**src/rtl/router_pkg.sv**
```systemverilog
// Shared types and defaults for the router packet generator.
// Holds the FSM state encoding, default parameter values and the LFSR feedback taps.
package router_pkg;

  typedef enum logic [2:0] {
    ST_IDLE,
    ST_HEADER,
    ST_PAYLOAD,
    ST_PARITY,
    ST_GAP
  } state_t;

  localparam int          DEF_DATA_W    = 8;
  localparam int          DEF_ADDR_W    = 2;
  localparam int          DEF_LEN_W     = 6;
  localparam int          DEF_NUM_CH    = 3;
  localparam logic [7:0]  DEF_LFSR_SEED = 8'hA5;

  // x^8+x^6+x^5+x^4+1 feedback taps for the left-shifting Fibonacci LFSR
  localparam logic [31:0] LFSR_TAPS     = 32'h0000_00B8;

endpackage

```
**src/rtl/router_lfsr.sv**
```systemverilog
// Fibonacci LFSR payload source: shifts left, feedback is the XOR of the tapped bits.
// Advances only when step is high; reset reloads SEED.
module router_lfsr
  import router_pkg::*;
#(
  parameter int               WIDTH = DEF_DATA_W,
  parameter logic [WIDTH-1:0] SEED  = DEF_LFSR_SEED
) (
  input  logic             clock,
  input  logic             reset,
  input  logic             step,
  output logic [WIDTH-1:0] value
);

  logic [WIDTH-1:0] r_value;
  logic             w_fb;

  assign w_fb  = ^(r_value & LFSR_TAPS[WIDTH-1:0]);
  assign value = r_value;

  always_ff @(posedge clock or posedge reset) begin
    if (reset) begin
      r_value <= SEED;
    end else if (step) begin
      r_value <= {r_value[WIDTH-2:0], w_fb};
    end
  end

endmodule

```
**src/rtl/router_pkt_gen.sv**
```systemverilog
// Router stimulus generator: emits header, len payload bytes, a parity byte and one gap cycle.
// Outputs decode from registered state, so busy=1 freezes the presented byte and all counters.
module router_pkt_gen
  import router_pkg::*;
#(
  parameter int                DATA_W    = DEF_DATA_W,
  parameter int                ADDR_W    = DEF_ADDR_W,
  parameter int                LEN_W     = DEF_LEN_W,
  parameter int                NUM_CH    = DEF_NUM_CH,
  parameter logic [DATA_W-1:0] LFSR_SEED = DEF_LFSR_SEED
) (
  input  logic              clock,
  input  logic              reset,
  input  logic              start,
  input  logic [ADDR_W-1:0] cfg_addr,
  input  logic [LEN_W-1:0]  cfg_len,
  input  logic              cfg_mode,
  input  logic              cfg_err_inj,
  input  logic              busy,
  output logic [DATA_W-1:0] data_in,
  output logic              pkt_valid,
  output logic              gen_busy,
  output logic              done,
  output logic              cfg_err,
  output logic [15:0]       pkt_count
);

  state_t            r_state, w_next;
  logic [LEN_W-1:0]  r_len, r_cnt;
  logic [ADDR_W-1:0] r_addr;
  logic              r_mode, r_err_inj, r_cfg_err;
  logic [DATA_W-1:0] r_parity;
  logic [15:0]       r_pkt_count;
  logic [DATA_W-1:0] w_lfsr, w_payload, w_header;
  logic              w_cfg_ok, w_latch, w_pay_acc, w_last;

  assign w_cfg_ok  = (cfg_len != '0) && (int'(cfg_addr) < NUM_CH);
  assign w_latch   = (r_state == ST_IDLE) && start && w_cfg_ok;
  assign w_header  = {r_len, r_addr};
  assign w_payload = r_mode ? DATA_W'(r_cnt) : w_lfsr;
  assign w_pay_acc = (r_state == ST_PAYLOAD) && !busy;
  assign w_last    = (r_cnt == r_len - LEN_W'(1));

  assign gen_busy  = (r_state != ST_IDLE);
  assign cfg_err   = r_cfg_err;
  assign pkt_count = r_pkt_count;

  // Counter-mode packets leave the LFSR untouched so LFSR streams stay continuous
  router_lfsr #(
    .WIDTH (DATA_W),
    .SEED  (LFSR_SEED)
  ) u_lfsr (
    .clock (clock),
    .reset (reset),
    .step  (w_pay_acc && !r_mode),
    .value (w_lfsr)
  );

  always_comb begin
    w_next    = r_state;
    data_in   = '0;
    pkt_valid = 1'b0;
    done      = 1'b0;
    case (r_state)
      ST_IDLE: begin
        if (w_latch) w_next = ST_HEADER;
      end
      ST_HEADER: begin
        data_in   = w_header;
        pkt_valid = 1'b1;
        if (!busy) w_next = ST_PAYLOAD;
      end
      ST_PAYLOAD: begin
        data_in   = w_payload;
        pkt_valid = 1'b1;
        if (!busy && w_last) w_next = ST_PARITY;
      end
      ST_PARITY: begin
        data_in = r_parity ^ DATA_W'(r_err_inj);
        if (!busy) w_next = ST_GAP;
      end
      ST_GAP: begin
        done   = 1'b1;
        w_next = ST_IDLE;
      end
      default: w_next = ST_IDLE;
    endcase
  end

  always_ff @(posedge clock or posedge reset) begin
    if (reset) begin
      r_state     <= ST_IDLE;
      r_len       <= '0;
      r_addr      <= '0;
      r_mode      <= 1'b0;
      r_err_inj   <= 1'b0;
      r_cnt       <= '0;
      r_parity    <= '0;
      r_cfg_err   <= 1'b0;
      r_pkt_count <= '0;
    end else begin
      r_state   <= w_next;
      r_cfg_err <= (r_state == ST_IDLE) && start && !w_cfg_ok;
      if (w_latch) begin
        r_len     <= cfg_len;
        r_addr    <= cfg_addr;
        r_mode    <= cfg_mode;
        r_err_inj <= cfg_err_inj;
        r_cnt     <= '0;
        r_parity  <= {cfg_len, cfg_addr};
      end
      if (w_pay_acc) begin
        r_cnt    <= r_cnt + LEN_W'(1);
        r_parity <= r_parity ^ w_payload;
      end
      if ((r_state == ST_PARITY) && !busy) begin
        r_pkt_count <= r_pkt_count + 16'd1;
      end
    end
  end

endmodule

```
**config.mk**
```make
export PLATFORM = sky130hd
export DESIGN_NAME = router_pkt_gen
export DESIGN_NICKNAME = d
export VERILOG_FILES = /design/src/rtl/router_pkg.sv /design/src/rtl/router_lfsr.sv /design/src/rtl/router_pkt_gen.sv
export SDC_FILE = /design/constraint.sdc
export NUM_CORES = 1
export LEC_CHECK = 0
export ABC_CLOCK_PERIOD_IN_PS = 2300
export CORE_MARGIN = 2
export CORE_UTILIZATION = 54
export CTS_CLUSTER_DIAMETER = 40
export DETAILED_ROUTE_END_ITERATION = 10
export PLACE_DENSITY_LB_ADDON = 0.25
export SLEW_MARGIN = 20
export SYNTH_ARGS = -nofsm -noshare
export SYNTH_HDL_FRONTEND = slang
export SYNTH_SLANG_ARGS = --single-unit
```
**constraint.sdc**
```tcl
create_clock -name clock -period 2.3 [get_ports clock]
set_clock_uncertainty 0.15 [all_clocks]
set_input_delay 0.23 -clock clock [delete_from_list [all_inputs] [get_ports clock]]
set_output_delay 0.23 -clock clock [all_outputs]
set_load 0.1 [all_outputs]
```
==> reports/qor.yml <==
critical_path.endpoint_type: "output port"
depth_of_the_cts_h_tree: 2
syn_nets: 305
detailed_place.area_sq_mm: 0.00343
cts_made_buffers: 5
post-cts-setup-buffers: 0
fraction_of_layout_cells_with_a_size_suffix_above_1_pct: 28.1
cell_type_with_the_largest_total_area_after_synthesis: "sky130_fd_sc_hd__dfrtp_1"
maximum_number_of_pins_on_one_net_before_global_route_repair: 23
cts.sink_count: 52
worst_ir_drop_vdd_v: 0.00114
die_w_microns: 76.2
ys_top_cells_by_area: "sky130_fd_sc_hd__dfrtp_1 (43%), sky130_fd_sc_hd__mux2_2 (7.2%), sky130_fd_sc_hd__xnor2_1 (6.2%)"
floorplan.io_pins: 42
path_max_fanout: 10
max-cap-violations: 0
count_of_state_elements_after_synthesis: 52
yosysSeqAreaShare_pct: 46.4
grt_util_all_layers_pct: 23.8
antenna_violations_before_repair: 0
number_of_cells_produced_by_synthesis: 288
cts-hold-fix-buffers: 0
detailedRoute.firstPassIterationCount: 4
postSynth.topFlopCell: "sky130_fd_sc_hd__dfrtp_1"
critPathRequiredTime_ps: 1920
dr_total_vias: 2253
pre_cts_slack_ps: -25.9
final-hold-violation-count: 0
gp_routability_congestion: 0.846
route.detailed.vias_per_inst: 5.58
hold_path_class: "primary input to asynchronous set/reset pin"
wl_per_cell_microns: 15.7
syn_avg_cell_area_sq_um: 9.78
final_total_pwr_mw: 5.24
post-route-worst-setup-slack_ps: 99.5
insertedDiodeCount: 0
slew_headroom_pct: 54.6
pwr_density_cell_mw_per_mm2: 1480
timing.critical_path.arrival_ps: 1820
achievable-frequency_mhz: 454
synth_enable_flop_cells: 0
yosysWarningCount: 0
worstSkewPairLatency_ps: 310
post_cts_resize_count: 1
number_of_cell_rows: 26
cp-startpoint: "r_mode"
first_pass_grt_wire_length_microns: 11000
cts_tree: "done"
yosys.cell_count.top_type: "sky130_fd_sc_hd__dfrtp_1"
drc_errors: 0
placed_wire_length_estimate_after_detailed_placement_microns: 4730
globalRouteOverflowTotal: 0
route.final.wire_length_microns: 6360
layout.core_utilization_pct: 69.5
coreArea_sq_mm: 0.00507
cts.clk_slew.worst_paths_ps: 90
postRouteAntennaNets: 0
design.final.nets: 350
asyncSetResetFlopFracSynth_pct: 100
timing_worst_slew_pin_value_ps: 681
die_area_sq_mm: 0.00581
first_global_vias: 2340
power.leakage_nw: 1.56
ctsRootBufferMaster: "sky130_fd_sc_hd__clkbuf_8"
setup_viol: 0
final_max_slew_viol_count: 0
fin_crit_ps: 2200
floorplan.die.height_microns: 76.2
rr_startpoint: "r_state[0]"
clockBufferDepth: 2
post-route-period-util_pct: 95.7
syn2layout_area_growth_pct: 25.2
yosysUniqueCellTypes: 44
drt_iter0_markers: 133
initial_core_util_pct: 55.5
crit_path_start_kind: "register"
yosysTopAreaCellShare_pct: 42.6
rsz0062_at_grt: "false"
place.port_buffers: 41
synth_common_cells: "sky130_fd_sc_hd__dfrtp_1 (48), sky130_fd_sc_hd__nand2_1 (41), sky130_fd_sc_hd__nor2_1 (25)"
mappedNetlistArea_sq_mm: 0.00282
fin_area_sq_mm: 0.00353
crit_path_kind: "register to output port"
status: "complete, no violations"
[worst max-delay path, cell delays in order (launching register included)]
cell and delay, ps:
sky130_fd_sc_hd__dfrtp_1 630, sky130_fd_sc_hd__mux2_2 410, sky130_fd_sc_hd__a22oi_1 220, sky130_fd_sc_hd__nor2_2 80, sky130_fd_sc_hd__buf_12 170
[logic make-up after synthesis]
kind of cell | share of synthesized area [%]
and+or+nand+nor | 20.1
DFF | 46.4
AOI/OAI and AO/OA | 11.6
adders and majority gates | 1.33
xor gates and xnor gates | 8.71
muxes | 7.20
buffers and inverters | 4.66
[placed cells by master, fill, tap and decap left out, types with 2 or more instances in the layout]
master and n:
sky130_fd_sc_hd__a21oi_1 7, sky130_fd_sc_hd__a222oi_1 2, sky130_fd_sc_hd__a22oi_1 10, sky130_fd_sc_hd__and3_1 3, sky130_fd_sc_hd__buf_12 11, sky130_fd_sc_hd__buf_4 32, sky130_fd_sc_hd__clkbuf_8 7, sky130_fd_sc_hd__clkdlybuf4s50_1 13
sky130_fd_sc_hd__dfrtp_1 46, sky130_fd_sc_hd__dfrtp_2 2, sky130_fd_sc_hd__dfstp_2 4, sky130_fd_sc_hd__ha_1 3, sky130_fd_sc_hd__inv_1 8, sky130_fd_sc_hd__mux2_2 18, sky130_fd_sc_hd__nand2_1 41, sky130_fd_sc_hd__nand3_1 9
sky130_fd_sc_hd__nand3_2 2, sky130_fd_sc_hd__nand3b_1 2, sky130_fd_sc_hd__nand4_1 5, sky130_fd_sc_hd__nor2_1 16, sky130_fd_sc_hd__nor2_2 9, sky130_fd_sc_hd__nor2b_1 7, sky130_fd_sc_hd__nor3_1 6, sky130_fd_sc_hd__nor4_1 2
sky130_fd_sc_hd__o211ai_1 6, sky130_fd_sc_hd__o21ai_0 11, sky130_fd_sc_hd__o21ai_2 2, sky130_fd_sc_hd__o31ai_1 2, sky130_fd_sc_hd__or3_1 3, sky130_fd_sc_hd__xnor2_1 20, sky130_fd_sc_hd__xor2_1 8
[layout make-up]
cell class,count,area [sq um]
Clock buffer,8,100
Fill cell,414,1550
Inverter,9,33.8
Multi-Input combinational cell,209,1410
Sequential cell,52,1310
Tap cell,70,87.6
Timing Repair Buffer,56,591
[stage by stage]
stage / setup TNS, ps / cells / hold WS, ps
after global placement: 0 / 396 / 307
after global routing: 0 / 404 / 145
after CTS: 0 / 404 / 88.5
final: 0 / 404 / 85.9
after floorplan: -39.9 / 288 / 185
after detailed placement: -25.9 / 396 / 311
[routing by layer]
layer  vias up  GRT usage, %  wire [microns]
met5         -             0               0
li1       1090             -               -
met2        55          35.8            2960
met4         0          10.4             154
met3        14          5.21             302
met1      1094          33.2            2940
[sequential cells by signal, indices dropped and copies added (netlist names)]
register,flops
r_len,6
u_lfsr.value,8
r_mode,1
r_parity,8
cfg_err,1
r_cnt,6
r_addr,2
r_state,3
r_err_inj,1
pkt_count,16
[report_power, final]
group	total, mW	internal [mW]	switching, mW
combinational	3.05	1.18	1.88
sequential	1.60	1.22	0.382
clock	0.579	0.275	0.303
[final timing paths]
kind,endpoint,slack [ps],cells past startpoint
worst max register to register,r_parity[5],120,4
worst min register to register,pkt_count[15],330,1
worst max-delay path,data_in[1],100,4
worst min-delay path,pkt_count[2],90,2
max in group asynchronous,r_mode,1310,3
min in group clock,r_err_inj,300,3
(Power assumes the default switching activity.)
